[src/rtl/avion_pkg.sv]
// avion_pkg: shared definitions for the avion_cpu_v2 accumulator core.
// Holds the 4-bit opcode map, the controller state encoding (also exported
// as a debug output of the top) and a helper that classifies opcodes that
// need a RAM operand read before they can complete.
package avion_pkg;

  localparam logic [3:0] OP_LOD = 4'd0;
  localparam logic [3:0] OP_STO = 4'd1;
  localparam logic [3:0] OP_ADD = 4'd2;
  localparam logic [3:0] OP_SUB = 4'd3;
  localparam logic [3:0] OP_MUL = 4'd4;
  localparam logic [3:0] OP_AND = 4'd5;
  localparam logic [3:0] OP_JMP = 4'd6;
  localparam logic [3:0] OP_JMZ = 4'd7;
  localparam logic [3:0] OP_NOP = 4'd8;
  localparam logic [3:0] OP_HLT = 4'd9;
  localparam logic [3:0] OP_OR  = 4'd10;
  localparam logic [3:0] OP_JMN = 4'd11;
  localparam logic [3:0] OP_LDI = 4'd12;
  localparam logic [3:0] OP_SHL = 4'd13;
  localparam logic [3:0] OP_SHR = 4'd14;
  localparam logic [3:0] OP_ILL = 4'd15;

  typedef enum logic [2:0] {
    S_FETCH  = 3'd0,
    S_LATCH  = 3'd1,
    S_DECODE = 3'd2,
    S_EXEC   = 3'd3,
    S_HALT   = 3'd4
  } state_t;

  // Opcodes 0..5 and OR address memory (STO writes it, the rest read it)
  // and therefore take the extra S_EXEC cycle.
  function automatic logic is_mem_op(input logic [3:0] opcode);
    return (opcode <= OP_AND) || (opcode == OP_OR);
  endfunction

endpackage

[src/rtl/avion_cpu_v2_if.sv]
// avion_cpu_v2_if: single-port synchronous RAM bus between the CPU and blram.
//   MAR    : word address, driven by the CPU
//   MDRIn  : write data, driven by the CPU, 0 unless writing
//   RAMWr  : write strobe, driven by the CPU
//   MDROut : read data, driven by the RAM
// Protocol: there is no valid/ready pair. An address on MAR in cycle n
// yields its word on MDROut in cycle n+1 (one-cycle read latency). When
// RAMWr is high at a rising edge the RAM stores MDRIn at MAR on that edge;
// the CPU keeps RAMWr high for exactly one cycle per store.
interface avion_cpu_v2_if #(
  parameter int ADDRESS_WIDTH = 6,
  parameter int DATA_WIDTH    = 10
) ();
  logic [ADDRESS_WIDTH-1:0] MAR;
  logic [DATA_WIDTH-1:0]    MDRIn;
  logic                     RAMWr;
  logic [DATA_WIDTH-1:0]    MDROut;

  modport master (output MAR, output MDRIn, output RAMWr, input MDROut);
  modport slave  (input MAR, input MDRIn, input RAMWr, output MDROut);
endinterface

[src/rtl/avion_alu.sv]
// avion_alu: combinational datapath of the accumulator core.
//   opcode     : current instruction opcode
//   acc        : accumulator value registered before the instruction
//   m          : RAM operand word, or the zero-extended operand for LDI
//   carry_in   : current carry flag
//   result     : new accumulator value (meaningful when writes_acc=1)
//   carry_out  : new carry (equals carry_in for ops that do not touch it)
//   zero       : result == 0
//   writes_acc : opcode updates ACC and the zero flag
module avion_alu
  import avion_pkg::*;
#(
  parameter int DATA_WIDTH = 10
) (
  input  logic [3:0]            opcode,
  input  logic [DATA_WIDTH-1:0] acc,
  input  logic [DATA_WIDTH-1:0] m,
  input  logic                  carry_in,
  output logic [DATA_WIDTH-1:0] result,
  output logic                  carry_out,
  output logic                  zero,
  output logic                  writes_acc
);

  logic [DATA_WIDTH:0] sum;
  logic [DATA_WIDTH:0] diff;

  always_comb begin
    sum        = {1'b0, acc} + {1'b0, m};
    // Top bit of the widened difference is the borrow.
    diff       = {1'b0, acc} - {1'b0, m};
    result     = acc;
    carry_out  = carry_in;
    writes_acc = 1'b0;
    case (opcode)
      OP_LOD: begin result = m; writes_acc = 1'b1; end
      OP_ADD: begin {carry_out, result} = sum; writes_acc = 1'b1; end
      OP_SUB: begin {carry_out, result} = diff; writes_acc = 1'b1; end
      // Product is sized by the result, so only the low word is kept.
      OP_MUL: begin result = acc * m; writes_acc = 1'b1; end
      OP_AND: begin result = acc & m; writes_acc = 1'b1; end
      OP_OR:  begin result = acc | m; writes_acc = 1'b1; end
      OP_LDI: begin result = m; writes_acc = 1'b1; end
      OP_SHL: begin
        result     = {acc[DATA_WIDTH-2:0], 1'b0};
        carry_out  = acc[DATA_WIDTH-1];
        writes_acc = 1'b1;
      end
      OP_SHR: begin
        result     = {1'b0, acc[DATA_WIDTH-1:1]};
        carry_out  = acc[0];
        writes_acc = 1'b1;
      end
      default: ;
    endcase
    zero = (result == '0);
  end

endmodule

[src/rtl/avion_cpu_v2.sv]
// avion_cpu_v2: parametrised accumulator CPU (FETCH/LATCH/DECODE/EXEC/HALT).
//   clk, rst : single clock, synchronous active-high reset
//   ram      : RAM bus (master side), one-cycle read latency
//   PC, ACC  : program counter and accumulator (registered)
//   zero     : ACC == 0 after the last ACC-writing op
//   carry    : carry/borrow of ADD/SUB, shifted-out bit of SHL/SHR
//   halted   : high while in S_HALT
//   error    : sticky, set by the illegal opcode
//   state    : controller state, for observation
// DATA_WIDTH must equal ADDRESS_WIDTH + 4: the top nibble of IR is the
// opcode and the low ADDRESS_WIDTH bits are the operand.
module avion_cpu_v2
  import avion_pkg::*;
#(
  parameter int ADDRESS_WIDTH = 6,
  parameter int DATA_WIDTH    = 10
) (
  input  logic                     clk,
  input  logic                     rst,
  avion_cpu_v2_if.master           ram,
  output logic [ADDRESS_WIDTH-1:0] PC,
  output logic [DATA_WIDTH-1:0]    ACC,
  output logic                     zero,
  output logic                     carry,
  output logic                     halted,
  output logic                     error,
  output state_t                   state
);

  localparam logic [ADDRESS_WIDTH-1:0] PC_STEP = ADDRESS_WIDTH'(1);

  logic [DATA_WIDTH-1:0]    ir;
  logic [3:0]               opcode;
  logic [ADDRESS_WIDTH-1:0] operand;
  logic [DATA_WIDTH-1:0]    operand_ext;

  state_t                   state_next;
  logic [ADDRESS_WIDTH-1:0] pc_next;
  logic [DATA_WIDTH-1:0]    ir_next;
  logic [DATA_WIDTH-1:0]    acc_next;
  logic                     zero_next;
  logic                     carry_next;
  logic                     halted_next;
  logic                     error_next;

  logic [ADDRESS_WIDTH-1:0] mar_c;
  logic [DATA_WIDTH-1:0]    wdata_c;
  logic                     wr_c;

  logic [DATA_WIDTH-1:0]    alu_m;
  logic [DATA_WIDTH-1:0]    alu_result;
  logic                     alu_carry;
  logic                     alu_zero;
  logic                     alu_writes;

  assign opcode      = ir[DATA_WIDTH-1 -: 4];
  assign operand     = ir[ADDRESS_WIDTH-1:0];
  assign operand_ext = {{(DATA_WIDTH-ADDRESS_WIDTH){1'b0}}, operand};

  // Memory ops see the RAM word in S_EXEC; register-only ops (LDI) finish
  // in S_DECODE and take the immediate operand instead.
  assign alu_m = (state == S_EXEC) ? ram.MDROut : operand_ext;

  avion_alu #(.DATA_WIDTH(DATA_WIDTH)) u_alu (
    .opcode     (opcode),
    .acc        (ACC),
    .m          (alu_m),
    .carry_in   (carry),
    .result     (alu_result),
    .carry_out  (alu_carry),
    .zero       (alu_zero),
    .writes_acc (alu_writes)
  );

  always_ff @(posedge clk) begin
    if (rst) begin
      state  <= S_FETCH;
      PC     <= '0;
      ir     <= '0;
      ACC    <= '0;
      zero   <= 1'b0;
      carry  <= 1'b0;
      halted <= 1'b0;
      error  <= 1'b0;
    end else begin
      state  <= state_next;
      PC     <= pc_next;
      ir     <= ir_next;
      ACC    <= acc_next;
      zero   <= zero_next;
      carry  <= carry_next;
      halted <= halted_next;
      error  <= error_next;
    end
  end

  always_comb begin
    state_next  = state;
    pc_next     = PC;
    ir_next     = ir;
    acc_next    = ACC;
    zero_next   = zero;
    carry_next  = carry;
    halted_next = halted;
    error_next  = error;
    mar_c       = '0;
    wdata_c     = '0;
    wr_c        = 1'b0;
    case (state)
      S_FETCH: begin
        mar_c      = PC;
        state_next = S_LATCH;
      end
      S_LATCH: begin
        ir_next    = ram.MDROut;
        pc_next    = PC + PC_STEP;
        state_next = S_DECODE;
      end
      S_DECODE: begin
        if (is_mem_op(opcode)) begin
          mar_c      = operand;
          state_next = S_EXEC;
        end else begin
          state_next = S_FETCH;
          // Jump tests use ACC as registered before this instruction, and
          // a taken jump overrides the increment done in S_LATCH.
          case (opcode)
            OP_JMP: pc_next = operand;
            OP_JMZ: if (ACC == '0) pc_next = operand;
            OP_JMN: if (ACC[DATA_WIDTH-1]) pc_next = operand;
            OP_HLT: begin
              state_next  = S_HALT;
              halted_next = 1'b1;
            end
            OP_ILL: begin
              state_next  = S_HALT;
              halted_next = 1'b1;
              error_next  = 1'b1;
            end
            default: ;
          endcase
          if (alu_writes) begin
            acc_next   = alu_result;
            zero_next  = alu_zero;
            carry_next = alu_carry;
          end
        end
      end
      S_EXEC: begin
        state_next = S_FETCH;
        if (opcode == OP_STO) begin
          mar_c   = operand;
          wdata_c = ACC;
          wr_c    = 1'b1;
        end else if (alu_writes) begin
          acc_next   = alu_result;
          zero_next  = alu_zero;
          carry_next = alu_carry;
        end
      end
      S_HALT: ;
      default: state_next = S_FETCH;
    endcase
  end

  // Bus outputs are forced low during reset so a reset landing on a STO's
  // S_EXEC cycle cannot commit the write.
  assign ram.MAR   = rst ? '0 : mar_c;
  assign ram.MDRIn = rst ? '0 : wdata_c;
  assign ram.RAMWr = rst ? 1'b0 : wr_c;

endmodule

[src/flat_wrapper.sv]
// flat-port wrapper written by rule: the top's interface ports become plain ports
module avion_cpu_v2_flat import avion_pkg::*;
#(
  parameter int ADDRESS_WIDTH = 6,
  parameter int DATA_WIDTH    = 10
)
  (clk, rst, PC, ACC, zero, carry, halted, error, state, ram_MAR, ram_MDRIn, ram_RAMWr, ram_MDROut);
  avion_cpu_v2_if #(.ADDRESS_WIDTH(ADDRESS_WIDTH), .DATA_WIDTH(DATA_WIDTH)) ram_i ();
  input  logic clk;
  input  logic rst;
  output logic [ADDRESS_WIDTH-1:0] PC;
  output logic [DATA_WIDTH-1:0] ACC;
  output logic zero;
  output logic carry;
  output logic halted;
  output logic error;
  output state_t state;
  output wire logic [$bits(ram_i.MAR)-1:0] ram_MAR;
  output wire logic [$bits(ram_i.MDRIn)-1:0] ram_MDRIn;
  output wire logic [$bits(ram_i.RAMWr)-1:0] ram_RAMWr;
  input wire logic [$bits(ram_i.MDROut)-1:0] ram_MDROut;
  assign ram_MAR = ram_i.MAR;
  assign ram_MDRIn = ram_i.MDRIn;
  assign ram_RAMWr = ram_i.RAMWr;
  assign ram_i.MDROut = ram_MDROut;
  avion_cpu_v2 #(.ADDRESS_WIDTH(ADDRESS_WIDTH), .DATA_WIDTH(DATA_WIDTH)) u_core (.clk(clk), .rst(rst), .ram(ram_i), .PC(PC), .ACC(ACC), .zero(zero), .carry(carry), .halted(halted), .error(error), .state(state));
endmodule
[config.mk]
export PLATFORM = sky130hd
export DESIGN_NAME = avion_cpu_v2_flat
export DESIGN_NICKNAME = d
export VERILOG_FILES = /design/src/rtl/avion_pkg.sv /design/src/rtl/avion_cpu_v2_if.sv /design/src/rtl/avion_alu.sv /design/src/rtl/avion_cpu_v2.sv /design/src/flat_wrapper.sv
export SDC_FILE = /design/constraint.sdc
export NUM_CORES = 1
export LEC_CHECK = 0
export CORE_AREA = 2 2 118 86
export DETAILED_ROUTE_END_ITERATION = 12
export DIE_AREA = 0 0 120 88
export HOLD_SLACK_MARGIN = 0.1
export PLACE_DENSITY = 0.76
export SLEW_MARGIN = 5
export SYNTH_ARGS = -nofsm -noshare
export SYNTH_HDL_FRONTEND = slang
export SYNTH_SLANG_ARGS = --single-unit
[constraint.sdc]
create_clock -name clk -period 12.85 [get_ports clk]
set_input_delay 1.285 -clock clk [delete_from_list [all_inputs] [get_ports clk]]
set_output_delay 1.285 -clock clk [all_outputs]
set_load 0.01 [all_outputs]
# Yosys cells after proc, flatten, opt, wreduce, memory -nomap -nowiden
# Index checks and enable logic that the tools add are counted.
# Widths: inputs -> output; s select.
# word_totals
ff_bits	33
in_bits	12
output_inout_bits	40
word_cells	87
# classes
n_addsub	3
mul	1
magnitude_cmp	1
eq_ne	23
mux	34
bitwise_logic	3
n_reduce_logical	14
# op_table
op	n
$pmux 10 s8	1
$mux 10	7
$mux 6	6
$pmux 6 s3	2
$eq 4x4->1 const B	7
$logic_not 10->1	2
$pmux 10 s2	1
$eq 4x3->1 const B	4
$pmux 3 s4	1
$pmux 6 s2	1
$add 10x10->11	1
$sub 10x10->11	1
$and 10x10->10	1
$mul 10x10->10	1
$mux 1	10
$or 10x10->10	1
$reduce_and 3->1	3
$reduce_or 9->1	1
$eq 4x2->1 const B	2
$add 6x1->6 const B	1
$eq 3x2->1 const B	2
$mux 3	2
$ne 3x2->1 const B	2
$reduce_and 5->1	1
14 further kinds	18

# Depth between registers and ports, before layout
# logic_depth
ltp_word	8
ltp_mapped	25
depth_no_buf	23

# Modules after synthesis
# A second synthesis with hierarchy kept.
# unflattened
hier_cells	726
hier_area_um2	5632.9
# modules_own_cells
module	n_inst	cells_per_inst	area_each_um2	seq_area_each_um2
avion_alu	1	499	3744.8	0.0
avion_cpu_v2	1	227	1888.1	660.6

# Worst setup path before layout
# No wires, ideal clock.
# synth_timing
path_kind	input to register
from	input ram_MDROut[3]
to	register u_core.zero
setup_time_ps	86
arrival_ps	5951
required_time_ps	12764
setup_slack_ps	6813
cell_stages	21
path_buffers	0
path_cell_list	mux2_2 -> ha_1 -> inv_1 -> fa_1 -> inv_1 -> fa_1 -> ha_1 -> fa_1 -> inv_1 -> fa_1 -> inv_1 -> ha_1 -> o21a_1 -> o31a_1 -> a21oi_1 -> nand2_1 -> nand3_1 -> o32a_1 -> nor4_2 -> nand4b_1 -> a221oi_2
# synth_between
elab_chain_cells	7
elab_cells_between_ends	12
cone_classes	add/sub: 2; mul: 1; mux: 6; bitwise: 2; reduce/logical: 1
# synth_lines
element	line	source
from (decl)	flat_wrapper.sv:21	input wire logic [$bits(ram_i.MDROut)-1:0] ram_MDROut;
$mux 10 (*)	avion_cpu_v2.sv:62	assign alu_m = (state == S_EXEC) ? ram.MDROut : operand_ext;
$mul 10x10->10, or another cell as far along	avion_alu.sv:40	OP_MUL: begin result = acc * m; writes_acc = 1'b1; end
$pmux 10 s8 (*)	avion_alu.sv:35	case (opcode)
$logic_not 10->1 (*)	avion_alu.sv:56	zero = (result == '0);
$mux 1 (*)	avion_cpu_v2.sv:142, avion_cpu_v2.sv:155	
$mux 1 (on tied branches)	avion_cpu_v2.sv:151, avion_cpu_v2.sv:120	
$pmux 1 s2 (*)	avion_cpu_v2.sv:109	case (state)
to (signal assigned)	avion_cpu_v2.sv:90	zero <= zero_next;
to (decl)	avion_cpu_v2.sv:23	output logic zero,
# Every way passes the cells marked *; elsewhere a longest branch is shown, timed or not. The select of a mux whose other input is x is not followed.
# A chain may end at the register's enable or synchronous reset.

# Worst setup path in the final report
# Same ends and word-level chain as after synthesis.

==> flow_summary.yaml <==
outcome:
  outcome: "finished clean"
clock_network:
  cts_root_buffer: "clkbuf_16"
  numCtsBuffers: 5
  cts_tree: "built"
  ctsResizeCount: 0
  postCtsSetupBuffers: 0
  hold_buffers: 0
  path_clk_slew_ns: 0.05
  clock_latency_ns: 0.29
  htreeDepth: 2
  numClockSinks: 33
  cts_buffer_depth: 2
layout:
  final_common_cell: "nand2_1"
  antenna_cells: 0
  final_nets: 827
  final_cell_mix: "93 x nand2_1, 87 x nor2_1, 60 x inv_1, 59 x a21oi_1, 57 x ha_1"
  fin_util_pct: 61.5
  stdcell_area_sq_um: 5790
  final_cells: 864
  drive_above_1_share_pct: 5.57
  area_growth_pct: 14.0
pwr:
  cellLeakagePower_nw: 2.34
  power_mw: 0.441
  power_density_nw_per_um2: 76.1
  ir_drop_mv: 0.0772
global_routing:
  grtUsageMet1_pct: 54.9
  grt_util_all_layers_pct: 37.4
  first_global_vias: 5238
  gr-total-overflow: 0
  top_usage_layer: "met1"
  grt_max_degree: 36
  use_met3_pct: 11.5
  antenna_found_initial: 1
  grtUsageMet2_pct: 52.7
  grt_pass1_wl_um: 30000
synthesis:
  syn_area_per_cell_sq_um: 7.19
  synth_edf_count: 0
  synth_cell_type_count: 69
  ys_seq_area_share_pct: 13.0
  synth_top_flop_cell: "dfxtp_1"
  syn_inst: 706
  async_reset_ff_share_pct: 0
  ys_ff_latch: 33
  syn_nets: 798
  yosys_warnings: 0
  syn_area_sq_um: 5080
worst_setup_path:
  crit_path_start: "ram_MDROut[3]"
  worst_path_max_delay_cell: "fa_1"
  path_class: "in -> reg"
  worstReg2RegStart: "u_core.state[0]"
  slowest_delay_ns: 0.55
  end_kind: "flop"
  start_kind: "input pin"
  critical_path.max_fanout: 8
  worstPathArrival_ns: 6.87
  crit_required_ns: 13.05
  cp_cell_sequence: "clkdlybuf4s50_1 -> mux2_2 -> ha_1 -> inv_1 -> fa_1 -> inv_1 -> fa_1 -> ha_1 -> fa_1 -> inv_1 -> fa_1 -> inv_1 -> ha_1 -> o21a_1 -> o31a_1 -> a21oi_1 -> nand2_1 -> nand3_1 -> o32a_1 -> nor4_2 -> nand4b_1 -> a221oi_2"
timing:
  report.final.slew_viol_count: 0
  fmax_mhz: 150
  slew_headroom_pct: 25.7
  worstMarginPinSlew_ns: 1.10
  finalSetupViolations: 0
  rsz0062_at_grt: "no"
  timing.final.crit_share_pct: 51.9
  hold_ws_ns: 0.490
  skew_ns: 0.00417
  setup_slack_ns: 6.19
  finalCriticalPeriod_ns: 6.66
  fin_tns_setup_ns: 0
  finalHoldViolations: 0
route:
  wl_per_cell_um: 22.5
  drc: 0
  firstDrtPassIters: 6
  via_count: 5540
  viasPerCell: 6.41
  ant_nets: 0
  drtIter0Drc: 979
  wl_um: 19400
die:
  ios: 52
  die_h_um: 88
  dieArea_sq_um: 10600
  core_area_sq_um: 9420
  die_w_um: 120
  start_util_pct: 53.9
  rows: 30
min_path:
  hp-class: "reg -> reg"
  hold_start: "u_core.error"
placed_design:
  routabilityCongestion: 1.07
  dp_hpwl_um: 14900
  dpl-instance-area_sq_um: 5650
  placedCellCount: 856
  port_buffers: 51
  pre_cts_ws_ns: 5.92
flow_run:
  cap_viol_max_count: 0
==> cell usage after synthesis (7+ instances only) <==
| library cell | n | area [sq um] |
|---|---|---|
| nand2_1 | 93 | 349 |
| nor2_1 | 87 | 327 |
| inv_1 | 60 | 225 |
| a21oi_1 | 59 | 295 |
| ha_1 | 57 | 713 |
| dfxtp_1 | 33 | 661 |
| o21ai_0 | 30 | 150 |
| clkbuf_1 | 27 | 101 |
| fa_1 | 23 | 460 |
| xnor2_1 | 23 | 201 |
| nand3_1 | 13 | 65.1 |
| and2_1 | 11 | 68.8 |
| mux2i_1 | 11 | 110 |
| nor2b_1 | 11 | 68.8 |
| nor3_1 | 11 | 55.1 |
| o22ai_1 | 11 | 68.8 |
| nand2b_1 | 10 | 62.6 |
| a211oi_1 | 7 | 52.6 |
| a22oi_1 | 7 | 52.6 |
| buf_2 | 7 | 35.0 |
| nor4_1 | 7 | 43.8 |
| or2_2 | 7 | 43.8 |
==> sequential cells by signal, indices dropped and copies added (netlist names) <==
| register | count |
|---|---|
| u_core.state | 3 |
| u_core.zero | 1 |
| u_core.PC | 6 |
| u_core.carry | 1 |
| u_core.ir | 10 |
| u_core.error | 1 |
| u_core.ACC | 10 |
| u_core.halted | 1 |
==> logic make-up (layout without fill, tap and decap cells) <==
| group | Yosys count | after routing | share of synthesized area [%] |
|---|---|---|---|
| and+or+nand+nor | 274 | 274 | 25.0 |
| AOI/OAI and AO/OA | 173 | 173 | 22.3 |
| buffers and inverters | 103 | 133 | 8.11 |
| adders and majority gates | 80 | 80 | 23.1 |
| DFF | 33 | 33 | 13.0 |
| xor gates and xnor gates | 27 | 27 | 5.20 |
| muxes | 16 | 16 | 3.28 |
==> area by class of cell <==
class / instances / area (sq um)
tap: 128 / 160
clock inverter: 2 / 10.0
fill: 886 / 3630
sequential: 33 / 661
inverter: 66 / 249
clock buffer: 6 / 129
timing repair buffer: 59 / 571
multi-input combinational: 570 / 4010
==> power by group <==
part | total, mW | switching, mW | internal, mW | leakage [nW]
registers | 0.121 | 0.0123 | 0.108 | 0.268
clock network | 0.117 | 0.0463 | 0.0711 | 0.0706
logic | 0.203 | 0.134 | 0.0685 | 2.00
==> worst paths after layout <==
check	to	slack [ns]	cells past startpoint
max	u_core.zero	6.19	22
min	u_core.error	0.49	2
max reg2reg	u_core.zero	6.52	22
min reg2reg	u_core.error	0.49	2
==> metal layers <==
layer | vias to the layer above | wire (um)
li1 | 2490 | -
met4 | 0 | 391
met3 | 49 | 2690
met2 | 371 | 7930
met5 | - | 0
met1 | 2630 | 8380
==> worst max-delay path: cells and delay by family <==
| kind | cells | cell delay (ns) |
|---|---|---|
| AND/OR/NAND/NOR | 4 | 0.59 |
| adder cells (fa/ha/maj) | 7 | 2.97 |
| multiplexers | 1 | 0.28 |
| buffers and inverters | 5 | 0.74 |
| AO/OA/AOI/OAI | 5 | 0.97 |
No activity file was read; power rests on OpenSTA's default activity.
